File: src/rtl/mux_pkg.sv
// Shared definitions for the mux/arbiter family: mode encodings and select-width helper.
package mux_pkg;

  localparam logic MODE_FIXED = 1'b0;
  localparam logic MODE_RR    = 1'b1;

  // max(1, clog2(n)) so every sibling mux sizes its select identically.
  function automatic int unsigned calc_sel_w(input int unsigned n);
    int unsigned w;
    w = 1;
    while ((32'd1 << w) < n) w++;
    return w;
  endfunction

endpackage

File: src/rtl/mux_arb_nin_if.sv
// Handshake bundle for mux_arb_nin: N producer channels in, one registered consumer port out.
interface mux_arb_nin_if
  import mux_pkg::*;
#(
  parameter int unsigned WIDTH  = 3,
  parameter int unsigned NUM_IN = 3
) ();

  localparam int unsigned SEL_W = calc_sel_w(NUM_IN);

  logic                    Mode;
  logic [SEL_W-1:0]        Sel;
  logic [NUM_IN*WIDTH-1:0] In_Data;
  logic [NUM_IN-1:0]       In_Valid;
  logic [NUM_IN-1:0]       In_Ready;
  logic [WIDTH-1:0]        Out_Data;
  logic [SEL_W-1:0]        Out_Chan;
  logic                    Out_Valid;
  logic                    Out_Ready;

  modport slave (
    input  Mode, Sel, In_Data, In_Valid, Out_Ready,
    output In_Ready, Out_Data, Out_Chan, Out_Valid
  );

  modport master (
    output Mode, Sel, In_Data, In_Valid, Out_Ready,
    input  In_Ready, Out_Data, Out_Chan, Out_Valid
  );

endinterface

File: src/rtl/rr_pick_nin.sv
// Combinational round-robin picker: first valid channel strictly after i_ptr, wrapping.
module rr_pick_nin
  import mux_pkg::*;
#(
  parameter  int unsigned NUM_IN = 3,
  localparam int unsigned SEL_W  = calc_sel_w(NUM_IN)
) (
  input  logic [NUM_IN-1:0] i_valid,
  input  logic [SEL_W-1:0]  i_ptr,
  output logic [SEL_W-1:0]  o_grant,
  output logic              o_grant_any
);

  always_comb begin
    int unsigned c;
    c           = 0;
    o_grant     = '0;
    o_grant_any = 1'b0;
    for (int unsigned off = 1; off <= NUM_IN; off++) begin
      c = int'(i_ptr) + off;
      if (c >= NUM_IN) c = c - NUM_IN;
      if (!o_grant_any && i_valid[c]) begin
        o_grant     = SEL_W'(c);
        o_grant_any = 1'b1;
      end
    end
  end

endmodule

File: src/rtl/mux_arb_nin.sv
// N-input selector/arbiter with registered output stage; fixed-select or round-robin mode.
// Define MUX_ARB_SEL_ERR_EN to add the sticky out-of-range-select flag Sel_Err.
module mux_arb_nin
  import mux_pkg::*;
#(
  parameter  int unsigned WIDTH  = 3,
  parameter  int unsigned NUM_IN = 3,
  localparam int unsigned SEL_W  = calc_sel_w(NUM_IN)
) (
  input  logic         CLK,
  input  logic         Reset_n,
  mux_arb_nin_if.slave bus
`ifdef MUX_ARB_SEL_ERR_EN
  ,
  output logic         Sel_Err
`endif
);

  logic                 w_load;
  logic                 w_fix_any;
  logic                 w_rr_any;
  logic                 w_gnt_any;
  logic [SEL_W-1:0]     w_rr_idx;
  logic [SEL_W-1:0]     w_gnt_idx;
  logic [WIDTH-1:0]     w_gnt_data;
  logic [NUM_IN-1:0]    w_in_ready;

  logic                 r_out_valid;
  logic [WIDTH-1:0]     r_out_data;
  logic [SEL_W-1:0]     r_out_chan;
  logic [SEL_W-1:0]     r_ptr;

  // Gated by Reset_n so no producer sees ready while the block is held in reset.
  assign w_load = Reset_n && (!r_out_valid || bus.Out_Ready);

  // An out-of-range Sel matches no channel, so it simply yields no grant.
  always_comb begin
    w_fix_any = 1'b0;
    for (int unsigned k = 0; k < NUM_IN; k++) begin
      if (bus.Sel == SEL_W'(k) && bus.In_Valid[k]) w_fix_any = 1'b1;
    end
  end

  rr_pick_nin #(
    .NUM_IN (NUM_IN)
  ) u_rr_pick (
    .i_valid     (bus.In_Valid),
    .i_ptr       (r_ptr),
    .o_grant     (w_rr_idx),
    .o_grant_any (w_rr_any)
  );

  always_comb begin
    w_gnt_any = (bus.Mode == MODE_RR) ? w_rr_any : w_fix_any;
    w_gnt_idx = (bus.Mode == MODE_RR) ? w_rr_idx : bus.Sel;
  end

  always_comb begin
    w_gnt_data = '0;
    w_in_ready = '0;
    for (int unsigned k = 0; k < NUM_IN; k++) begin
      if (w_gnt_idx == SEL_W'(k)) begin
        w_gnt_data    = bus.In_Data[k*WIDTH +: WIDTH];
        w_in_ready[k] = w_load && w_gnt_any;
      end
    end
  end

  always_ff @(posedge CLK or negedge Reset_n) begin
    if (!Reset_n) begin
      r_out_valid <= 1'b0;
      r_out_data  <= '0;
      r_out_chan  <= '0;
      r_ptr       <= SEL_W'(NUM_IN - 1);
    end else if (w_load) begin
      if (w_gnt_any) begin
        r_out_valid <= 1'b1;
        r_out_data  <= w_gnt_data;
        r_out_chan  <= w_gnt_idx;
        if (bus.Mode == MODE_RR) r_ptr <= w_gnt_idx;
      end else begin
        r_out_valid <= 1'b0;
      end
    end
  end

  assign bus.In_Ready  = w_in_ready;
  assign bus.Out_Valid = r_out_valid;
  assign bus.Out_Data  = r_out_data;
  assign bus.Out_Chan  = r_out_chan;

`ifdef MUX_ARB_SEL_ERR_EN
  localparam logic [SEL_W:0] NUM_IN_X = (SEL_W+1)'(NUM_IN);

  logic w_sel_oor;
  logic r_sel_err;

  assign w_sel_oor = (bus.Mode == MODE_FIXED) && ({1'b0, bus.Sel} >= NUM_IN_X);

  always_ff @(posedge CLK or negedge Reset_n) begin
    if (!Reset_n) r_sel_err <= 1'b0;
    else if (w_sel_oor) r_sel_err <= 1'b1;
  end

  assign Sel_Err = r_sel_err;
`endif

endmodule

File: src/flat_wrapper.sv
// flat-port wrapper written by rule: the top's interface ports become plain ports
module mux_arb_nin_flat import mux_pkg::*;
#(
  parameter  int unsigned WIDTH  = 3,
  parameter  int unsigned NUM_IN = 3,
  localparam int unsigned SEL_W  = calc_sel_w(NUM_IN)
)
  (CLK, Reset_n, bus_Mode, bus_Sel, bus_In_Data, bus_In_Valid, bus_Out_Ready, bus_In_Ready, bus_Out_Data, bus_Out_Chan, bus_Out_Valid);
  mux_arb_nin_if #(.WIDTH(WIDTH), .NUM_IN(NUM_IN)) bus_i ();
  input  logic CLK;
  input  logic Reset_n;
  input wire logic [$bits(bus_i.Mode)-1:0] bus_Mode;
  input wire logic [$bits(bus_i.Sel)-1:0] bus_Sel;
  input wire logic [$bits(bus_i.In_Data)-1:0] bus_In_Data;
  input wire logic [$bits(bus_i.In_Valid)-1:0] bus_In_Valid;
  input wire logic [$bits(bus_i.Out_Ready)-1:0] bus_Out_Ready;
  output wire logic [$bits(bus_i.In_Ready)-1:0] bus_In_Ready;
  output wire logic [$bits(bus_i.Out_Data)-1:0] bus_Out_Data;
  output wire logic [$bits(bus_i.Out_Chan)-1:0] bus_Out_Chan;
  output wire logic [$bits(bus_i.Out_Valid)-1:0] bus_Out_Valid;
  assign bus_i.Mode = bus_Mode;
  assign bus_i.Sel = bus_Sel;
  assign bus_i.In_Data = bus_In_Data;
  assign bus_i.In_Valid = bus_In_Valid;
  assign bus_i.Out_Ready = bus_Out_Ready;
  assign bus_In_Ready = bus_i.In_Ready;
  assign bus_Out_Data = bus_i.Out_Data;
  assign bus_Out_Chan = bus_i.Out_Chan;
  assign bus_Out_Valid = bus_i.Out_Valid;
  mux_arb_nin #(.WIDTH(WIDTH), .NUM_IN(NUM_IN)) u_core (.CLK(CLK), .Reset_n(Reset_n), .bus(bus_i));
endmodule
File: config.mk
export PLATFORM = sky130hd
export DESIGN_NAME = mux_arb_nin_flat
export DESIGN_NICKNAME = d
export VERILOG_FILES = /design/src/rtl/mux_pkg.sv /design/src/rtl/mux_arb_nin_if.sv /design/src/rtl/rr_pick_nin.sv /design/src/rtl/mux_arb_nin.sv /design/src/flat_wrapper.sv
export SDC_FILE = /design/constraint.sdc
export NUM_CORES = 1
export LEC_CHECK = 0
export BUFFER_PORTS_ARGS = -buffer_cell sky130_fd_sc_hd__buf_2
export CAP_MARGIN = 5
export CORE_MARGIN = 2
export CORE_UTILIZATION = 46
export DETAILED_ROUTE_END_ITERATION = 10
export GPL_TIMING_DRIVEN = 0
export PLACE_DENSITY = 0.74
export SLEW_MARGIN = 40
export SYNTH_ARGS = -nofsm -noshare
export SYNTH_HDL_FRONTEND = slang
export SYNTH_SLANG_ARGS = --single-unit
export TNS_END_PERCENT = 100
File: constraint.sdc
create_clock -name CLK -period 3.2 [get_ports CLK]
set_input_delay 0.32 -clock CLK [delete_from_list [all_inputs] [get_ports CLK]]
set_output_delay 0.32 -clock CLK [all_outputs]
set_load 0.05 [all_outputs]
# Word level (Yosys, flattened, before mapping)
# Index checks and enable logic that the tools add are counted.
[op_classes] order_cmp=6 addsub=6 n_reduce_logical=15 n_mux=27 eq_ne=4
[ops] cell="32-bit by 3-bit less-than comparator with 1-bit output (second input constant)" n=3
[ops] cell="32-bit 2-to-1 mux" n=3
[ops] cell="32-bit by 2-bit greater-or-equal comparator with 1-bit output (second input constant)" n=1
[ops] cell="32-bit by 2-bit subtractor with 32-bit output (second input constant)" n=1
[ops] cell="1-bit 2-to-1 mux" n=14
[ops] cell="3-bit 2-to-1 mux" n=3
[ops] cell="2-bit 2-to-1 mux" n=4
[ops] cell="3-bit by 2-bit subtractor with 4-bit output (second input constant)" n=2
[ops] cell="1-bit logical AND" n=7
[ops] cell="2-bit by 2-bit adder with 3-bit output (second input constant)" n=2
[ops] cell="1-bit binary-select mux with 2-bit select" n=3
[ops] cell="3-bit by 2-bit greater-or-equal comparator with 1-bit output (second input constant)" n=2
[ops] cell="2-bit by 1-bit == test with 1-bit output (second input constant)" n=2
[ops] cell="2-bit == test (second input constant)" n=2
[ops] cell="2-bit zero test" n=2
[ops] cell="2-bit by 1-bit adder with 3-bit output (second input constant)" n=1
[ops] cell="1-bit zero test" n=3
[ops] cell="3-bit AND reduction" n=1
[ops] cell="2-bit AND reduction" n=1
[ops] cell="1-bit logical OR" n=1
[totals] out_inout_bits=9 register_bits=8

# Longest topological paths before layout
# Gate-level depths: netlist of the first run.
[depth] ltp_word=17 depth_mapped=10 ltp_nobuf=8

# Hierarchy
# A second synthesis of the first run with hierarchy kept.
[unflattened] cells_unflattened=70 hier_area_um2=695.7
[by_module_without_submodules] module="mux_arb_nin" n_inst=1 cells_per_inst=41 area_each_um2=490.5
[by_module_without_submodules] module="rr_pick_nin" n_inst=1 cells_per_inst=29 area_each_um2=205.2

# Worst setup path before layout of the first run
# OpenSTA, ideal clock, no wires.
[synth_timing] kind="flip-flop to output port" start="register u_core.r_ptr[1]" end="output bus_In_Ready[0]" path_stages_with_launch=10 arrival_time_ns=2.553 slack_ns=0.327 cell_sequence="dfstp_2 inv_1 ha_1 buf_6 mux2i_1 o22ai_1 nor2_1 a311oi_2 nand2_1 nor2_1"
[synth_between] elab_chain_cells=15
[synth_rtl] element="start, declared" line_no="mux_arb_nin.sv:31" rtl="logic [SEL_W-1:0] r_ptr;"
[synth_rtl] element="start signal, assigned" line_no="mux_arb_nin.sv:74" rtl="r_ptr <= SEL_W'(NUM_IN - 1);"
[synth_rtl] element="start signal, assigned" line_no="mux_arb_nin.sv:80" rtl="if (bus.Mode == MODE_RR) r_ptr <= w_gnt_idx;"
[synth_rtl] element="2-bit by 1-bit adder with 3-bit output" line_no="rr_pick_nin.sv:20" rtl="c = int'(i_ptr) + off;"
[synth_rtl] element="32-bit by 2-bit subtractor with 32-bit output or 32-bit by 2-bit greater-or-equal comparator with 1-bit output (tied branches)" line_no="rr_pick_nin.sv:21" rtl="if (c >= NUM_IN) c = c - NUM_IN;"
[synth_rtl] element="32-bit 2-to-1 mux" line_no="rr_pick_nin.sv:21"
[synth_rtl] element="1-bit binary-select mux with 2-bit select" line_no="rr_pick_nin.sv:22" rtl="if (!o_grant_any && i_valid[c]) begin"
[synth_rtl] element="1-bit 2-to-1 mux (not written as such)" line_no="rr_pick_nin.sv:22"
[synth_rtl] element="1-bit 2-to-1 mux" line_no="rr_pick_nin.sv:22"
[synth_rtl] element="1-bit zero test" line_no="rr_pick_nin.sv:22"
[synth_rtl] element="1-bit logical AND" line_no="rr_pick_nin.sv:22"
[synth_rtl] element="1-bit 2-to-1 mux" line_no="rr_pick_nin.sv:22"
[synth_rtl] element="1-bit zero test" line_no="rr_pick_nin.sv:22"
[synth_rtl] element="1-bit logical AND" line_no="rr_pick_nin.sv:22"
[synth_rtl] element="2-bit 2-to-1 mux or 1-bit 2-to-1 mux (tied branches)" line_no="rr_pick_nin.sv:22"
[synth_rtl] element="2-bit 2-to-1 mux or 1-bit 2-to-1 mux (tied branches)" line_no="mux_arb_nin.sv:55, mux_arb_nin.sv:54"
[synth_rtl] element="2-bit zero test or 1-bit logical AND (tied branches)" line_no="mux_arb_nin.sv:62, mux_arb_nin.sv:64"
[synth_rtl] element="1-bit 2-to-1 mux *" line_no="mux_arb_nin.sv:62" rtl="if (w_gnt_idx == SEL_W'(k)) begin"
[synth_rtl] element="end, declared" line_no="flat_wrapper.sv:17" rtl="output wire logic [$bits(bus_i.In_Ready)-1:0] bus_In_Ready;"
# Mark *: on every way between the ends. The rest lies on a longest branch, timed or not. The select of a mux whose other input is x is not followed.

# Worst setup path in the final report of the first run
# Same ends and word-level chain as after synthesis.

==> results of run 1 <==
-- placed cells by master (no fill, tap or decap), types with 2 or more instances in the layout --
master	netlist	final
a21oi_1	2	2
buf_2	0	23
buf_6	2	4
clkbuf_1	1	2
clkbuf_4	0	3
dfrtp_1	7	7
ha_1	3	3
inv_1	5	5
mux2i_1	7	7
nand2_1	8	8
nand2b_1	2	2
nand4_1	5	5
nor2_1	7	7
nor3_1	2	2
o211ai_1	4	4
o21ai_0	3	3
-- worst reg2reg max path, cell delays in order (launching register included) --
cell      delay [ps]
dfstp_2          520
inv_1             60
ha_1             280
buf_6            130
mux2i_1          220
o22ai_2          100
or4_1            510
a31o_1           240
buf_6            150
mux2i_1          120
o211ai_1         200
-- logic make-up (layout without fill, tap and decap cells) --
family          after synthesis  in the layout  synth area share, %
compound gates               19             19                21.85
simple gates                 30             30                23.17
buf+inv                       8             38                6.779
mux                           8              8                12.24
flops                         8              8                30.32
fa+ha+maj                     3              3                5.650
-- per-stage QoR --
step / std cells / total power [mW]
after CTS: 121 / 0.8240
after global placement: 116 / 0.7161
after global routing: 121 / 0.9043
final: 121 / 0.8515
after detailed placement: 116 / 0.7364
after floorplan: 76 / 0.6151
-- what timing repair did --
item | in CTS | in global routing
setup buffers | 0 | 0
hold buffers | 1 | 0
endpoints found under the hold margin | 7 | 0
endpoints found under the setup margin | 0 | 3
gates resized for setup | 0 | 9
-- synth_stat cells (2+ instances only) --
cell	n
nor3_1	2
o211ai_1	4
nand2b_1	2
o21ai_0	3
nand2_1	8
ha_1	3
a21oi_1	2
nor2_1	7
mux2i_1	7
inv_1	5
nand4_1	5
buf_6	2
dfrtp_1	7
-- flip-flops by register name, summed over array words and instances, names as in the netlist --
signal / cells
u_core.r_ptr: 2
u_core.bus.Out_Chan: 2
u_core.bus.Out_Data: 3
u_core.bus.Out_Valid: 1
-- final timing paths --
kind,start,endpoint,slack [ps],cells after the start
max in group asynchronous,Reset_n,u_core.r_ptr[1],2510,2
min,bus_In_Data[6],u_core.bus.Out_Data[0],350,3
max,u_core.r_ptr[1],bus_In_Ready[0],140,11
min in group asynchronous,Reset_n,u_core.bus.Out_Chan[0],430,2
min reg2reg,u_core.bus.Out_Chan[0],u_core.bus.Out_Chan[0],480,1
max reg2reg,u_core.r_ptr[1],u_core.bus.Out_Data[2],570,10
-- cell type report --
class                   count  area share (%)
clock buffers               4           2.987
plain buffers               3           2.987
well taps                  15           2.134
flip-flops and latches      8           22.90
repair buffers             26           16.79
multi-input cells          60           50.07
inverters                   5           2.134
-- power breakdown --
| part | switching, mW | internal (mW) | total, mW |
|---|---|---|---|
| sequential | 0.0289 | 0.152 | 0.181 |
| clock | 0.0351 | 0.0477 | 0.0829 |
| combinational | 0.390 | 0.198 | 0.588 |
| total | 0.454 | 0.398 | 0.852 |
-- metal layers --
metal / part of all wire (%) / global-route usage (%)
met1: 42 / 24.18
met2: 50 / 33.44
met3: 5.6 / 2.586
met4: 1.6 / 9.677
met5: 0 / 0
==> impl_metrics.toml, run 1 <==
[route]
vias = 728
drtAntennaViolNets = 0
route.detailed.wl_per_inst_um = 13.75
vias_per_cell = 6.017
drc_errors = 0
drt_pass1_iterations = 4
wirelength_um = 1664
drt-initial-drc-count = 21

[critical_path]
crit_chain = "inv_1 > ha_1 > buf_6 > mux2i_1 > o22ai_2 > or4_1 > a31o_1 > buf_6 > nand2_1 > nor2_1 > buf_6"
critPathMaxFanout = 10
crit_required_ps = 2880
cpMostUsedCell = "buf_6"
critPathArrivalTime_ps = 2740
crit_path_start_kind = "register"
cp_slowest_stage_delay_ps = 520
critical_path.top_delay_family = "simple AND/OR/NAND/NOR gates"
worst_setup_path_end_kind = "output pin"
critPathKind = "reg -> out"
cp_num_buf_inv = 4
crit_slowest_cell = "dfstp_2"

[clock_network]
htreeDepth = 1
numClockSinks = 8
clk_pin_slew_ps = 60
cts_inserted_buffers = 3
clk_latency_ps = 260
clockRootBuffer = "clkbuf_4"
clk_path_buf_depth = 2
tritoncts = "done"

[finish]
seqCellArea_um2 = 201.4
multi_input_area_um2 = 440.4
fin_util_pct = 66.76
fillerInstances = 114
synthToLayoutAreaGrowth_pct = 32.39
finalInstanceArea_um2 = 879.6
nets = 128
diodes = 0
layout-drive-gt1-share_pct = 33.96

[sta]
maxSlewHeadroom_pct = 61.94
fin_crit_ps = 3062
hold_ws_ps = 352.3
slew_violations = 0
finalSetupViolations = 0
setup_ws_ps = 137.8
fin_skew_ps = 8.703
fmax_mhz = 326.6
tightestPinTransition_ps = 564.9
period_share_pct = 95.69
fin_setup_tns_ps = 0
rsz0062_at_grt = "false"
hold_viol_final = 0

[yosys]
async_flop_share_pct = 100.0
ys_seq_area_share_pct = 30.32
syn_avg_cell_area_um2 = 8.742
synth_top_area_share_pct = 26.37
syn_inst = 76
syn_nets = 97
synth.cell_area_um2 = 664.4
synth_edf_count = 0
synth_ff_type = "dfrtp_1"
synthDistinctLibCells = 32
ys_ff_latch = 8
ys_top_cells_by_area = "dfrtp_1, mux2i_1, ha_1, nand4_1, nand2_1"
yosys_warnings = 0
yosysTopAreaCell = "dfrtp_1"

[pwr]
p_leak_nw = 0.4320
p_per_area_mw_per_mm2 = 968.1
max-vdd-ir-drop_uv = 558.9

[place]
dp_slack_ps = 321.0
post_dp_cell_area_um2 = 808.3
place_congestion = 0.7669
io_buffers = 25
post-dp-hpwl_um = 1317

[run]
cap_viol_max_count = 0

[die]
start_util_pct = 50.43
rows = 13
dieArea_mm2 = 0.001764
die_w_um = 42.01
dieHeight_um = 42.01
io_pins = 27
core-area_mm2 = 0.001318

[global_routing]
grt_pass1_wl_um = 2691
grt.total_usage_pct = 19.64
grt_max_degree = 11
first_global_vias = 650
antenna_found_initial = 0
grt-ovfl-total = 0

[hold_path]
hp-class = "in -> reg"

[run_status]
run_status = "complete, no violations"
(Power assumes the default switching activity.)
==> run 2, diff against run 1 <==
- CELL_PAD_IN_SITES_DETAIL_PLACEMENT: default -> 2
- CELL_PAD_IN_SITES_GLOBAL_PLACEMENT: default -> 2
- CORE_ASPECT_RATIO: default -> 1.2
- CORE_UTILIZATION: 46 -> 26
==> impl_metrics.toml, run 2 (synthesized netlist as in run 1, its figures left out) <==
[run_status]
run_status = "complete, no violations"

[route]
met1Wirelength_um = 834
dr_wl_met2_um = 1152
wl_met3_um = 63
drtAntennaViolNets = 0
drt-initial-drc-count = 11
top_layer_used = "met3"
wirelength_um = 2050
drc_errors = 0
drt_pass1_iterations = 4
vias = 719
route.detailed.wl_per_inst_um = 14.44
vias_per_cell = 5.063

[pwr]
switching_share_pct = 51.74
combPwrFrac_pct = 71.0
seq_power_share_pct = 19.9
p_int_mw = 0.4458
p_leak_nw = 0.4466
switchingPower_mw = 0.4780
p_per_area_mw_per_mm2 = 981.8
clkPwrFrac_pct = 9.1
max-vdd-ir-drop_uv = 472.7
power_mw = 0.9238

[finish]
diodes = 0
final_common_cell = "buf_2"
final_cell_mix = "buf_2, nand2_1, nor2_1, dfrtp_1, mux2i_1"
synthToLayoutAreaGrowth_pct = 41.62
layout-drive-gt1-share_pct = 39.45
nets = 131
largest_reg_flops = 3
fillerInstances = 292

[clock_network]
tritoncts = "done"
clk_latency_ps = 260
clk_pin_slew_ps = 60
htreeDepth = 1
cts_inserted_buffers = 3
clk_path_buf_depth = 2
clockRootBuffer = "clkbuf_4"
numClockSinks = 8

[global_routing]
grt.total_usage_pct = 14.55
antenna_found_initial = 0
grt-ovfl-total = 0
grt_max_degree = 11
grt_pass1_wl_um = 3367
first_global_vias = 766

[sta]
fin_crit_ps = 3070
fmax_mhz = 325.7
fin_setup_tns_ps = 0
fin_skew_ps = 11.77
maxSlewHeadroom_pct = 61.23
slew_violations = 0
tightestPinTransition_ps = 575.5
period_share_pct = 95.94
hold_viol_final = 0
rsz0062_at_grt = "false"
finalSetupViolations = 0

[place]
post-dp-hpwl_um = 1606
place_congestion = 0.7640
io_buffers = 25

[run]
cap_viol_max_count = 0

[critical_path]
crit_required_ps = 2880
critPathMaxFanout = 8
worst_setup_path_end_kind = "output pin"
crit_path_start_kind = "register"
critPathArrivalTime_ps = 2750
critPathKind = "reg -> out"

[die]
dieArea_mm2 = 0.002977
core-area_mm2 = 0.002477
die_w_um = 50.15
rows = 20
start_util_pct = 26.82
dieHeight_um = 59.38
io_pins = 27

[hold_path]
hp-class = "in -> reg"
-- run 2: worst max-delay path, cell delays in order (launching register included) --
cell	delay [ps]
dfstp_2	540
inv_2	60
ha_4	260
buf_6	120
mux2i_2	230
o22ai_2	110
or4_1	530
a31o_1	250
buf_6	140
nand2_1	70
nor2_1	50
buf_6	150
-- run 2: power groups by stage --
stage / Sequential (mW) / Combinational, mW / Clock (mW)
2_1_floorplan: 0.306 / 0.309 / 0
3_3_place_gp: 0.181 / 0.553 / 0
3_5_place_dp: 0.184 / 0.568 / 0
4_1_cts: 0.183 / 0.587 / 0.0889
5_1_grt: 0.193 / 0.710 / 0.0927
6_report: 0.183 / 0.656 / 0.0840
-- run 2: per-stage QoR --
| step | utilization (%) | area (um^2) | setup WS [ps] | hold WS (ps) | instances |
|---|---|---|---|---|---|
| CTS | 35.81 | 887.1 | 2.035 | 334.0 | 139 |
| detailed placement | 33.54 | 830.8 | 233.4 | 188.0 | 134 |
| global route | 37.98 | 940.9 | 13.92 | 353.8 | 142 |
| floorplan | - | 664.4 | 326.7 | 24.41 | 76 |
| global placement | 33.54 | 830.8 | 319.9 | 181.3 | 134 |
| finish | 37.98 | 940.9 | 129.9 | 334.2 | 142 |
-- run 2: path summary, 6_finish.rpt --
check	from	endpoint	slack (ps)	cells after the start
max	u_core.r_ptr[1]	bus_In_Ready[0]	130	11
min	bus_In_Data[7]	u_core.bus.Out_Data[1]	330	3
max reg2reg	u_core.r_ptr[1]	u_core.bus.Out_Data[2]	590	10
min reg2reg	u_core.bus.Out_Chan[0]	u_core.bus.Out_Chan[0]	470	1
max in group asynchronous	Reset_n	u_core.r_ptr[1]	2490	2
min in group asynchronous	Reset_n	u_core.bus.Out_Data[2]	450	2
-- run 2: per-layer routing --
metal / global-route usage [%] / vias up
met4: 4.762 / 0
met1: 16.67 / 359
li1: - / 344
met2: 27.63 / 16
met5: 0 / -
met3: 1.768 / 0
-- run 2: final cells by class --
cell class	count	area, um^2	area share (%)
Buffer	3	26.28	2.793
Sequential cell	8	201.4	21.41
Timing Repair Buffer	29	170.2	18.09
Clock buffer	4	26.28	2.793
Inverter	5	18.77	1.995
Tap cell	33	41.29	4.388
Multi-Input combinational cell	60	456.7	48.54
-- run 2: what timing repair did --
item	in CTS	in global routing
pin swaps	0	2
hold buffers	1	0
resized for setup	4	7
setup endpoints to repair	3	3
buffers inserted	0	3
hold endpoints to repair	7	0
==> run 3, diff against run 2 <==
- CORE_UTILIZATION: 26 -> 28
- PLACE_DENSITY: 0.74 -> 0.79
- clock period: 3.2 -> 3.8 ns (I/O delays scaled with it)
==> impl_metrics.toml, run 3 (synthesized netlist as in run 1, its figures left out) <==
[critical_path]
crit_path_start_kind = "register"
critPathMaxFanout = 10
critPathKind = "reg -> out"
critPathArrivalTime_ps = 2850
worst_setup_path_end_kind = "output pin"
crit_required_ps = 3420

[sta]
maxSlewHeadroom_pct = 57.91
finalSetupViolations = 0
setup_ws_ps = 573.4
tightestPinTransition_ps = 631.4
hold_viol_final = 0
fin_crit_ps = 3227
fmax_mhz = 309.9
slew_violations = 0
fin_setup_tns_ps = 0
period_share_pct = 84.91
rsz0062_at_grt = "false"
fin_skew_ps = 3.814

[route]
vias = 708
drt-initial-drc-count = 10
wirelength_um = 2111
drtAntennaViolNets = 0
drc_errors = 0
route.detailed.wl_per_inst_um = 15.41
vias_per_cell = 5.168
drt_pass1_iterations = 2

[global_routing]
antenna_found_initial = 0
grt_max_degree = 11
grt_pass1_wl_um = 3456
first_global_vias = 768
grt.total_usage_pct = 16.27
grt-ovfl-total = 0

[pwr]
p_per_area_mw_per_mm2 = 808.7
seq_power_share_pct = 21.9
combPwrFrac_pct = 67.8
switching_share_pct = 53.65
switchingPower_mw = 0.3751
power_mw = 0.6991
p_int_mw = 0.3240
max-vdd-ir-drop_uv = 321.0
p_leak_nw = 0.4256
clkPwrFrac_pct = 10.2

[place]
place_congestion = 0.7729
io_buffers = 25
post_dp_cell_area_um2 = 828.3
dp_cells = 132
post-dp-hpwl_um = 1651
dp_slack_ps = 829.3

[clock_network]
clk_latency_ps = 260
cts_inserted_buffers = 3
numClockSinks = 8
htreeDepth = 1
clockRootBuffer = "clkbuf_4"
clk_path_buf_depth = 2
tritoncts = "done"
postCtsSetupRepairBufs = 0
clk_pin_slew_ps = 60

[die]
dieHeight_um = 57.36
start_util_pct = 29.11
dieArea_mm2 = 0.002780
io_pins = 27
die_w_um = 48.47
core-area_mm2 = 0.002282
rows = 19

[finish]
finalInstanceArea_um2 = 864.6
nets = 128
stdcell_count = 137
largest_reg_flops = 3
layout-drive-gt1-share_pct = 33.02
synthToLayoutAreaGrowth_pct = 30.13
final_common_cell = "buf_2"
diodes = 0
final_cell_mix = "buf_2, nand2_1, mux2i_1, nor2_1, dfrtp_1"

[hold_path]
hp-class = "in -> reg"

[run_status]
run_status = "complete, no violations"

[run]
cap_viol_max_count = 0
[run 3: repair_timing]
action | 4_1_cts | 5_1_grt
gates resized for setup | 0 | 0
hold buffers | 1 | 0
hold endpoints to repair | 7 | 0
[run 3: path summary, 6_finish.rpt]
check	slack, ps	cells past startpoint	end	from
max	570	10	bus_In_Ready[1]	u_core.r_ptr[1]
min	400	3	u_core.bus.Out_Data[1]	bus_In_Data[7]
max reg2reg	1180	10	u_core.bus.Out_Data[2]	u_core.r_ptr[1]
min reg2reg	480	1	u_core.bus.Out_Chan[0]	u_core.bus.Out_Chan[0]
max in group asynchronous	3030	2	u_core.r_ptr[1]	Reset_n
min in group asynchronous	510	2	u_core.bus.Out_Chan[1]	Reset_n
[run 3: power groups by stage]
stage	Combinational, mW	Clock (mW)	Sequential [mW]
6_report	0.474	0.0717	0.153
5_1_grt	0.515	0.0806	0.159
4_1_cts	0.479	0.0757	0.154
3_5_place_dp	0.474	0	0.154
3_3_place_gp	0.461	0	0.153
2_1_floorplan	0.260	0	0.258
[run 3: area by class of cell]
class | instances | area, um^2
Tap cell | 31 | 38.79
Multi-Input combinational cell | 60 | 417.9
Fill cell | 277 | 1418
Sequential cell | 8 | 201.4
Inverter | 5 | 18.77
Clock buffer | 4 | 26.28
Timing Repair Buffer | 26 | 135.1
Buffer | 3 | 26.28
[run 3: stage by stage]
stage	hold slack, ps	utilization (%)
global route	414.8	37.88
CTS	397.7	37.88
finish	404.5	37.88
detailed placement	243.3	36.29
floorplan	84.41	-
global placement	240.1	36.29
[run 3: critical path: stages (launching register included)]
cell and delay, ps:
dfstp_2 530, inv_1 70, ha_1 290, buf_6 130, mux2i_1 190, o22ai_1 120, or4_1 520, a31o_1 230
buf_6 140, nor2_2 100, buf_2 270
[run 3: routing by layer]
metal | track usage [%] | part of all wire [%] | vias to the layer above
met5 | 0 | 0 | -
met4 | 8.571 | 1.5 | 0
met3 | 1.047 | 3.3 | 4
met2 | 33.13 | 57 | 17
met1 | 16.40 | 39 | 348
li1 | - | - | 339
